--- config.mk ---
export PLATFORM = sky130hd
export DESIGN_NAME = fft_bfly_sched
export DESIGN_NICKNAME = d
export VERILOG_FILES = /design/src/rtl/fft_pkg.sv /design/src/rtl/fft_bfly_addr_gen.sv /design/src/rtl/fft_bfly_sched.sv
export SDC_FILE = /design/constraint.sdc
export NUM_CORES = 1
export LEC_CHECK = 0
export ABC_AREA = 1
export CAP_MARGIN = 25
export CORE_MARGIN = 4
export CORE_UTILIZATION = 45
export CTS_CLUSTER_DIAMETER = 60
export CTS_CLUSTER_SIZE = 28
export DETAILED_ROUTE_END_ITERATION = 12
export GPL_TIMING_DRIVEN = 0
export PLACE_DENSITY_LB_ADDON = 0.25
export SYNTH_ARGS = -nofsm -noshare
export SYNTH_HDL_FRONTEND = slang
export SYNTH_SLANG_ARGS = --single-unit
--- constraint.sdc ---
create_clock -name clk_i -period 3 [get_ports clk_i]
set_input_delay 0.45 -clock clk_i [delete_from_list [all_inputs] [get_ports clk_i]]
set_output_delay 0.45 -clock clk_i [all_outputs]
set_load 0.005 [all_outputs]
--- src/rtl/fft_pkg.sv ---
// ---------------------------------------------------------------------------
// fft_pkg
// Shared types and helpers for the radix-2 DIT FFT butterfly sequencer.
//   state_e   : sequencer states (LOAD only used when FFT_BITREV_LOAD_EN set)
//   bfly_t    : operand addresses a/b and twiddle index of one butterfly
//   bitrev    : reverse the low 'width' bits of a value
//   bfly_addr : butterfly (stage s, index k) -> a/b/tw mapping
// ---------------------------------------------------------------------------
package fft_pkg;

  typedef enum logic [2:0] {
    IDLE  = 3'd0,
    LOAD  = 3'd1,
    ISSUE = 3'd2,
    FLUSH = 3'd3,
    DONE  = 3'd4
  } state_e;

  // Fields are wide enough for any practical transform length; users
  // truncate to their own address width.
  typedef struct packed {
    logic [15:0] a;
    logic [15:0] b;
    logic [15:0] tw;
  } bfly_t;

  function automatic int bitrev(input int value, input int width);
    int r;
    r = 0;
    for (int i = 0; i < width; i++) begin
      if (value[i]) r = r | (1 << (width - 1 - i));
    end
    return r;
  endfunction

  // k enumerates the N/2 butterflies of a stage: the low s bits pick the
  // position inside a group, the remaining bits pick the group.
  function automatic bfly_t bfly_addr(input int s, input int k, input int log2n);
    bfly_t r;
    int    half;
    int    grp;
    int    pos;
    int    base;
    half = 1 << s;
    grp  = k >> s;
    pos  = k & (half - 1);
    base = grp * 2 * half + pos;
    r.a  = 16'(base);
    r.b  = 16'(base + half);
    r.tw = 16'(pos << (log2n - 1 - s));
    return r;
  endfunction

endpackage

--- src/rtl/fft_bfly_addr_gen.sv ---
// ---------------------------------------------------------------------------
// fft_bfly_addr_gen
// Purely combinational butterfly address mapping.
//   stage_i  : current stage s (0..LOG2N-1)
//   k_i      : butterfly index within the stage (0..N/2-1)
//   addr_a_o : upper operand address
//   addr_b_o : lower operand address (addr_a + 2^s)
//   tw_idx_o : twiddle ROM index (0..N/2-1)
// ---------------------------------------------------------------------------
module fft_bfly_addr_gen
  import fft_pkg::*;
#(
  parameter  int N       = 16,
  localparam int LOG2N   = $clog2(N),
  localparam int STAGE_W = $clog2(LOG2N)
) (
  input  logic [STAGE_W-1:0] stage_i,
  input  logic [LOG2N-2:0]   k_i,
  output logic [LOG2N-1:0]   addr_a_o,
  output logic [LOG2N-1:0]   addr_b_o,
  output logic [LOG2N-2:0]   tw_idx_o
);

  bfly_t map;

  assign map      = bfly_addr(int'(stage_i), int'(k_i), LOG2N);
  assign addr_a_o = LOG2N'(map.a);
  assign addr_b_o = LOG2N'(map.b);
  assign tw_idx_o = (LOG2N-1)'(map.tw);

endmodule

--- src/rtl/fft_bfly_sched.sv ---
// ---------------------------------------------------------------------------
// fft_bfly_sched
// Sequencer for the iterative in-place radix-2 DIT FFT engine. Walks every
// stage and butterfly, issues operand addresses and twiddle index to the
// shared butterfly datapath, and drains the datapath pipeline between
// stages so no stage reads data the previous stage has not written yet.
//
// Ports:
//   clk_i, rst_n_i   : clock, synchronous active-low reset
//   start_i          : begin a transform (only looked at in IDLE)
//   busy_o           : high in every state except IDLE
//   done_o           : one-cycle pulse when the transform completes
//   iss_valid_o      : butterfly issue valid
//   iss_ready_i      : datapath accepts the issue
//   addr_a_o/_b_o    : operand addresses (zero when not issuing)
//   tw_idx_o         : twiddle ROM index (zero when not issuing)
//   stage_o          : current stage number
//   last_in_stage_o  : final butterfly of the current stage
//
// Optional feature, macro FFT_BITREV_LOAD_EN: adds a LOAD state between
// IDLE and ISSUE that walks ld_addr_o through bit-reversed order with a
// ld_valid_o / ld_ready_i handshake.
// ---------------------------------------------------------------------------
module fft_bfly_sched
  import fft_pkg::*;
#(
  parameter  int N        = 16,
  parameter  int BFLY_LAT = 3,
  localparam int LOG2N    = $clog2(N),
  localparam int STAGE_W  = $clog2(LOG2N)
) (
  input  logic               clk_i,
  input  logic               rst_n_i,
  input  logic               start_i,
  output logic               busy_o,
  output logic               done_o,
  output logic               iss_valid_o,
  input  logic               iss_ready_i,
  output logic [LOG2N-1:0]   addr_a_o,
  output logic [LOG2N-1:0]   addr_b_o,
  output logic [LOG2N-2:0]   tw_idx_o,
  output logic [STAGE_W-1:0] stage_o,
  output logic               last_in_stage_o
`ifdef FFT_BITREV_LOAD_EN
  ,
  output logic               ld_valid_o,
  input  logic               ld_ready_i,
  output logic [LOG2N-1:0]   ld_addr_o
`endif
);

  // The drain counter holds at most BFLY_LAT-1; keep at least one bit so
  // the BFLY_LAT=0 and BFLY_LAT=1 builds stay legal.
  localparam int FLUSH_W = (BFLY_LAT > 1) ? $clog2(BFLY_LAT) : 1;

  localparam logic [LOG2N-2:0]   K_LAST = '1;
  localparam logic [STAGE_W-1:0] S_LAST = STAGE_W'(LOG2N - 1);

  state_e               state_q, state_d;
  logic [STAGE_W-1:0]   stage_q, stage_d;
  logic [LOG2N-2:0]     k_q, k_d;
  logic [FLUSH_W-1:0]   flush_q, flush_d;
  logic                 stage_end;

  logic [LOG2N-1:0]     gen_a;
  logic [LOG2N-1:0]     gen_b;
  logic [LOG2N-2:0]     gen_tw;

`ifdef FFT_BITREV_LOAD_EN
  logic [LOG2N-1:0]     ld_cnt_q, ld_cnt_d;
`endif

  // State and counter registers; reset aborts any transform in flight.
  always_ff @(posedge clk_i) begin
    if (!rst_n_i) begin
      state_q  <= IDLE;
      stage_q  <= '0;
      k_q      <= '0;
      flush_q  <= '0;
`ifdef FFT_BITREV_LOAD_EN
      ld_cnt_q <= '0;
`endif
    end else begin
      state_q  <= state_d;
      stage_q  <= stage_d;
      k_q      <= k_d;
      flush_q  <= flush_d;
`ifdef FFT_BITREV_LOAD_EN
      ld_cnt_q <= ld_cnt_d;
`endif
    end
  end

  // Next-state logic. stage_end marks the point where a stage is fully
  // drained (end of FLUSH, or the last accepted issue when there is no
  // pipeline to drain) and either moves to the next stage or finishes.
  always_comb begin
    state_d   = state_q;
    stage_d   = stage_q;
    k_d       = k_q;
    flush_d   = flush_q;
    stage_end = 1'b0;
`ifdef FFT_BITREV_LOAD_EN
    ld_cnt_d  = ld_cnt_q;
`endif

    case (state_q)
      IDLE: begin
        if (start_i) begin
          stage_d = '0;
          k_d     = '0;
`ifdef FFT_BITREV_LOAD_EN
          ld_cnt_d = '0;
          state_d  = LOAD;
`else
          state_d = ISSUE;
`endif
        end
      end

`ifdef FFT_BITREV_LOAD_EN
      LOAD: begin
        if (ld_ready_i) begin
          ld_cnt_d = ld_cnt_q + 1'b1;
          if (ld_cnt_q == '1) state_d = ISSUE;
        end
      end
`endif

      ISSUE: begin
        if (iss_ready_i) begin
          k_d = k_q + 1'b1;
          if (k_q == K_LAST) begin
            if (BFLY_LAT > 0) begin
              state_d = FLUSH;
              flush_d = FLUSH_W'(BFLY_LAT - 1);
            end else begin
              stage_end = 1'b1;
            end
          end
        end
      end

      FLUSH: begin
        if (flush_q == '0) stage_end = 1'b1;
        else               flush_d   = flush_q - 1'b1;
      end

      DONE: begin
        state_d = IDLE;
        stage_d = '0;
      end

      default: begin
        state_d = IDLE;
      end
    endcase

    if (stage_end) begin
      if (stage_q == S_LAST) begin
        state_d = DONE;
      end else begin
        stage_d = stage_q + 1'b1;
        k_d     = '0;
        state_d = ISSUE;
      end
    end
  end

  fft_bfly_addr_gen #(.N(N)) u_addr_gen (
    .stage_i  (stage_q),
    .k_i      (k_q),
    .addr_a_o (gen_a),
    .addr_b_o (gen_b),
    .tw_idx_o (gen_tw)
  );

  // Addresses are forced to zero outside ISSUE so idle/reset outputs are
  // all-zero rather than the stage-0 mapping of (0,0).
  assign busy_o          = (state_q != IDLE);
  assign done_o          = (state_q == DONE);
  assign iss_valid_o     = (state_q == ISSUE);
  assign last_in_stage_o = iss_valid_o && (k_q == K_LAST);
  assign stage_o         = stage_q;
  assign addr_a_o        = iss_valid_o ? gen_a  : '0;
  assign addr_b_o        = iss_valid_o ? gen_b  : '0;
  assign tw_idx_o        = iss_valid_o ? gen_tw : '0;

`ifdef FFT_BITREV_LOAD_EN
  assign ld_valid_o = (state_q == LOAD);
  assign ld_addr_o  = ld_valid_o ? LOG2N'(bitrev(int'(ld_cnt_q), LOG2N)) : '0;
`endif

endmodule
==> results of run 1 <==
==> metrics by stage <==
step	cells	area [µm²]	setup TNS (ps)	utilization, %
2_1_floorplan	157	1033	0	-
3_3_place_gp	204	1267	-1156	62.07
3_5_place_dp	204	1267	-1309	62.07
4_1_cts	243	1637	-773.5	80.15
5_1_grt	253	1784	-2009	87.38
6_report	253	1784	-1430	87.38
==> power groups by stage <==
| stage | registers [mW] | clock network [mW] | logic [mW] |
|---|---|---|---|
| 6_report | 0.144 | 0.131 | 0.128 |
| 3_5_place_dp | 0.146 | 0 | 0.0847 |
| 4_1_cts | 0.143 | 0.129 | 0.113 |
| 5_1_grt | 0.145 | 0.134 | 0.142 |
| 2_1_floorplan | 0.145 | 0 | 0.0546 |
| 3_3_place_gp | 0.146 | 0 | 0.0824 |
==> metal layers <==
metal	track usage, %	wire (µm)	up-vias
li1	-	-	629
met1	22.52	1380	655
met2	39.86	2000	100
met3	5.128	375	31
met4	19.44	308	0
met5	0	0	-
==> logic make-up (layout without fill, tap and decap cells) <==
kind of cell	Yosys count	after routing	synth area share, %
XOR/XNOR	2	2	1.742
AO/OA/AOI/OAI	22	22	12.69
flip-flops	10	10	19.90
adder cells (fa/ha/maj)	14	14	18.91
buffers and inverters	34	103	12.81
AND/OR/NAND/NOR	74	74	33.58
other	1	1	0.3728
==> cell usage in the layout (no fill, tap or decap), types with 4 or more instances in the layout <==
master and count:
buf_4 38, ha_1 8, a21oi_1 7, nor2_1 18, buf_2 4, clkdlybuf4s50_1 13
nand2_2 5, nand2_4 5, dfxtp_1 8, inv_1 26, buf_6 7, nand3_1 7
o21ai_0 4, nand2_1 25
==> final cells by class <==
cell class | count | area, µm² | share of cell area, %
multi-input cells | 113 | 820.8 | 46.00
repair buffers | 65 | 536.8 | 30.08
flip-flops and latches | 10 | 207.7 | 11.64
inverters | 33 | 143.9 | 8.065
clock buffers | 4 | 36.28 | 2.034
well taps | 27 | 33.78 | 1.893
plain buffers | 1 | 5.005 | 0.2805
==> worst max-delay path: stages, from the launching register on <==
cell and delay, ps:
dfxtp_1 530, nand2_4 110, nand3_4 120, nand2_4 60
buf_4 140, nor2_4 80, ha_2 160, inv_1 40
fa_1 510, inv_2 50, ha_4 200, a21o_1 210
xor2_2 160, inv_1 50, nand2_1 60, a21oi_2 130
buf_2 120
==> worst max-delay path by stage <==
stage	endpoint	slack, ps	depth (start not counted)	startpoint
after floorplan	addr_b_o[3]	20	14	stage_o[0]$_SDFF_PN0_
after global placement	addr_b_o[3]	-650	15	stage_o[0]$_SDFF_PN0_
after detailed placement	addr_b_o[3]	-690	15	stage_o[0]$_SDFF_PN0_
after CTS	addr_b_o[3]	-360	16	stage_o[0]$_SDFF_PN0_
after global routing	addr_b_o[3]	-610	15	k_q[1]$_SDFF_PN0_
final	addr_b_o[3]	-480	16	k_q[1]$_SDFF_PN0_
==> registers in the layout (all words and copies together), names as in the netlist <==
name / count
state_q: 3
flush_q: 2
k_q: 3
stage_o: 2
==> what timing repair did <==
action | CTS | global route
cloned | 0 | 0
setup endpoints to repair | 5 | 5
pin swaps | 11 | 12
buffers inserted | 35 | 10
gates resized for setup | 42 | 24
hold buffers | 0 | 0
==> flow_metrics.py, run 1 <==
metrics = {
    "yosys": {
        "avgSynthCellArea_um2": 6.407,
        "yosysMostFrequentCell": "inv_1",
        "synth-seq-area-share_pct": 19.90,
        "synth_top_area_cell": "dfxtp_1",
        "synthTopCellsByArea": "dfxtp_1 20%, ha_1 15%, inv_1 12%, nand2_1 11%, nor2_1 7.8%",
        "synth_flop_cell": "dfxtp_1",
        "synth_fp_nets": 175,
        "postSynthCellCount": 157,
        "synth_warnings": 0,
        "async_reset_ff_share_pct": 0,
        "synth_commonest_cells": "31 x inv_1, 30 x nand2_1, 21 x nor2_1, 12 x ha_1",
        "synth_edf_count": 0,
        "synthesis.area_um2": 1006,
        "synth_seq_cells": 10,
        "synth_top_area_share_pct": 19.90,
        "synth_cell_types": 25,
    },
    "clocking": {
        "cts_tree": "done",
        "clock_path_buffers": 2,
        "h-tree-depth": 1,
        "cts-buffers-inserted": 3,
        "cts.clk_slew.worst_paths_ps": 80,
        "cts.sinks": 10,
        "cts_root_buffer": "clkbuf_4",
        "clock_latency_ps": 280,
    },
    "critical_path": {
        "r2r_setup_slack_ps": 1330,
        "cp_max_fo": 5,
        "worstPathArrival_ps": 3030,
        "path_class": "reg2out",
        "r2r_start": "stage_o[0]$_SDFF_PN0_",
        "start_kind": "register",
        "worst-r2r-cell-count": 9,
        "r2r-end": "k_q[0]$_SDFF_PN0_",
        "worstSetupEndpointType": "output pin",
        "worstPathRequired_ps": 2550,
    },
    "floorplan": {
        "start_util_pct": 49.26,
        "core_um2": 2042,
        "io_pins": 21,
        "die_x_um": 55.28,
        "die-area_um2": 3056,
        "die_h_um": 55.28,
        "rows": 16,
    },
    "placement": {
        "routabilityCongestion": 0.8994,
        "hpwlAfterDp_um": 1776,
        "port_buffers": 20,
        "pre_cts_slack_ps": -689.1,
    },
    "pwr": {
        "sw_frac_of_total_pct": 31.87,
        "ir_worst_vdd_v": 0.0002253,
        "power_frac_seq_pct": 35.8,
        "power_mw": 0.4038,
        "power.density_nw_per_um2": 226.3,
        "comb_power_share_pct": 31.8,
        "leakagePower_nw": 0.8995,
        "clkPwrFrac_pct": 32.4,
        "p_switching_mw": 0.1287,
        "internal_power_mw": 0.2751,
    },
    "min_path": {
        "min_path_cells": 2,
        "worst_hold_path.endpoint": "flush_q[1]$_SDFFE_PN0P_",
        "min_path_type": "reg2reg",
        "hp-start": "flush_q[1]$_SDFFE_PN0P_",
    },
    "status": {
        "outcome": "finished with violations",
        "violations": "negative setup slack",
    },
    "cells_and_area": {
        "n_fill_cell": 105,
        "areaGrowthSynthToFinish_pct": 77.36,
        "drive_gt1_share_pct": 41.15,
        "nets": 245,
        "antenna_cells": 0,
    },
    "timing": {
        "finalMaxSlewViolations": 0,
        "post-route-period-util_pct": 116.1,
        "finalSetupViolations": 6,
        "hold_viol": 0,
        "max_freq_mhz": 287.0,
        "period_needed_ps": 3484,
        "worst_clock_skew_ps": 4.863,
        "fin_hold_ws_ps": 464.1,
        "worst_slack_ps": -484.0,
        "rsz0062_at_grt": "yes",
    },
    "drt": {
        "drc": 0,
        "wire_per_inst_um": 16.07,
        "drt_wl_total_um": 4065,
        "drt_iter0_drc": 76,
        "vias_per_cell": 5.593,
        "vias": 1415,
        "drtAntennaViolNets": 0,
        "dr.pass1.iters": 4,
    },
    "run": {
        "maxCapViolations": 0,
    },
    "global_routing": {
        "grt_max_degree": 11,
        "antenna_found_initial": 0,
        "grt_overflow_total": 0,
        "grt_pass1_vias": 1318,
        "grt.total_usage_pct": 22.84,
        "grt_first_pass_wirelength_um": 5623,
    },
}
Note: power is estimated with default switching activity, not from simulation.
==> run 2, diff against run 1 <==
--- a/config.mk
+++ b/config.mk
@@ -7,8 +7,10 @@
 export LEC_CHECK = 0
 export ABC_AREA = 1
 export CAP_MARGIN = 25
+export CELL_PAD_IN_SITES_DETAIL_PLACEMENT = 1
+export CELL_PAD_IN_SITES_GLOBAL_PLACEMENT = 2
 export CORE_MARGIN = 4
-export CORE_UTILIZATION = 45
+export CORE_UTILIZATION = 24
 export CTS_CLUSTER_DIAMETER = 60
 export CTS_CLUSTER_SIZE = 28
 export DETAILED_ROUTE_END_ITERATION = 12
==> run 2 against run 1 <==
Against the previous run: the flow still finishes with violations (negative setup slack); combinational power decreased by 16%; worst setup slack better by 130 ps; sequential share of layout area increased by 1.4 points.
==> flow_metrics.py, run 2 (synthesized netlist as in run 1, its figures left out) <==
metrics = {
    "cells_and_area": {
        "final_area_um2": 1597,
        "nets": 220,
        "reg.largest.list": "k_q x3, state_q x3",
        "final_cell_mix": "25 x inv_1, 24 x nand2_1, 19 x nor2_1, 15 x clkdlybuf4s50_1, 15 x buf_4",
        "drive_gt1_share_pct": 33.83,
        "n_fill_cell": 526,
        "final_common_cell": "inv_1",
        "final_core_util_pct": 39.63,
        "antenna_cells": 0,
        "areaGrowthSynthToFinish_pct": 58.71,
    },
    "critical_path": {
        "worstSetupEndpointType": "output pin",
        "start_kind": "register",
        "worstPathArrival_ps": 2900,
        "worstPathRequired_ps": 2550,
        "worstPathCellList": "buf_6, nand2_2, nand3_2, nand2_2, nor2_2, ha_1, inv_2, fa_2, inv_2, ha_4, a21o_1, xor2_2, nand3_1, a21oi_2, buf_2",
        "cp_slowest_stage_delay_ps": 580,
        "path_class": "reg2out",
        "cp_max_fo": 3,
        "critPathSlowestCell": "fa_2",
    },
    "pwr": {
        "ir_worst_vdd_v": 0.0002052,
        "power_mw": 0.4002,
        "leakagePower_nw": 0.7624,
        "power.density_nw_per_um2": 250.7,
    },
    "global_routing": {
        "grt_first_pass_wirelength_um": 5492,
        "grt_pass1_vias": 1206,
        "grt.total_usage_pct": 12.85,
        "antenna_found_initial": 0,
        "grt_overflow_total": 0,
        "grt_max_degree": 11,
    },
    "clocking": {
        "clock_path_buffers": 2,
        "cts.sinks": 10,
        "h-tree-depth": 1,
        "clock_latency_ps": 240,
        "cts_tree": "done",
        "cts_root_buffer": "clkbuf_8",
        "cts-buffers-inserted": 3,
        "cts.clk_slew.worst_paths_ps": 50,
    },
    "run": {
        "maxCapViolations": 0,
    },
    "timing": {
        "finalSetupViolations": 2,
        "finalMaxSlewViolations": 0,
        "post-route-period-util_pct": 111.8,
        "worst_slack_ps": -354.7,
        "period_needed_ps": 3355,
        "hold_viol": 0,
        "worst_clock_skew_ps": 5.079,
        "max_freq_mhz": 298.1,
        "rsz0062_at_grt": "yes",
    },
    "floorplan": {
        "io_pins": 21,
        "core_um2": 4029,
        "start_util_pct": 24.97,
        "die-area_um2": 5291,
        "die_h_um": 72.74,
        "rows": 23,
        "die_x_um": 72.74,
    },
    "status": {
        "violations": "negative setup slack",
        "outcome": "finished with violations",
    },
    "drt": {
        "vias_per_cell": 4.598,
        "drt_iter0_drc": 62,
        "drt_wl_total_um": 3268,
        "vias": 1154,
        "dr.pass1.iters": 4,
        "wire_per_inst_um": 13.02,
        "drtAntennaViolNets": 0,
        "drc": 0,
    },
    "min_path": {
        "min_path_type": "reg2reg",
    },
    "placement": {
        "hpwlAfterDp_um": 2306,
        "pre_cts_slack_ps": -780.1,
        "postPlaceCellArea_um2": 1296,
        "routabilityCongestion": 0.7517,
        "port_buffers": 20,
    },
}
## run 2: changes by cell type in the layout (fill, tap and decap cells not counted), sizes merged
cell           change
clkdlybuf4s50      +2
dlygate4sd2        -1
clkbuf             -2
dlymetal6s2s       +1
buf               -25
## run 2: repair_timing
item                       in CTS  in global routing
hold buffers                    0                  0
setup buffers                  13                  7
resized for setup              31                 20
pin swaps                       9                 13
setup endpoints to repair       5                  4
## run 2: stage by stage
stage | hold slack [ps] | setup TNS (ps) | std cells
CTS | 479.5 | -487.4 | 244
detailed placement | 472.8 | -1636 | 227
floorplan | 432.5 | 0 | 157
finish | 476.1 | -542.6 | 251
global placement | 444.3 | -1368 | 227
global route | 507.6 | -861.2 | 251
## run 2: final timing paths
path                                              start  slack (ps)                 endpoint  depth (start not counted)
worst max register to register    stage_o[0]$_SDFF_PN0_        1220        k_q[0]$_SDFF_PN0_                         11
worst min register to register  flush_q[1]$_SDFFE_PN0P_         480  flush_q[1]$_SDFFE_PN0P_                          2
worst max-delay path              stage_o[0]$_SDFF_PN0_        -350              addr_b_o[3]                         15
worst min-delay path            flush_q[1]$_SDFFE_PN0P_         480  flush_q[1]$_SDFFE_PN0P_                          2
## run 2: layout make-up
class / instances / area [µm²] / area share, %
repair buffers: 40 / 355.3 / 22.26
flip-flops and latches: 10 / 209.0 / 13.09
multi-input cells: 113 / 778.2 / 48.75
inverters: 33 / 141.4 / 8.856
clock buffers: 4 / 45.04 / 2.821
plain buffers: 1 / 5.005 / 0.3135
well taps: 50 / 62.56 / 3.918
## run 2: report_power, final
part,switching [mW],total [mW],internal (mW)
Sequential,0.00559,0.144,0.138
Combinational,0.0590,0.107,0.0480
Clock,0.0561,0.149,0.0933
## run 2: worst max-delay path: cells and delay by family (launching register included)
kind	cells	cell delay [ps]
fa+ha+maj	3	1120
simple gates	5	390
flops	1	370
buf+inv	4	340
compound gates	2	270
xor+xnor	1	170
## run 2: per-layer routing
layer  track usage (%)  wire length [µm]  up-vias
li1                  -                 -      581
met1             15.86              1436      549
met2             22.85              1658       19
met3             2.066               121        5
met4             3.689                52        0
met5                 0                 0        -
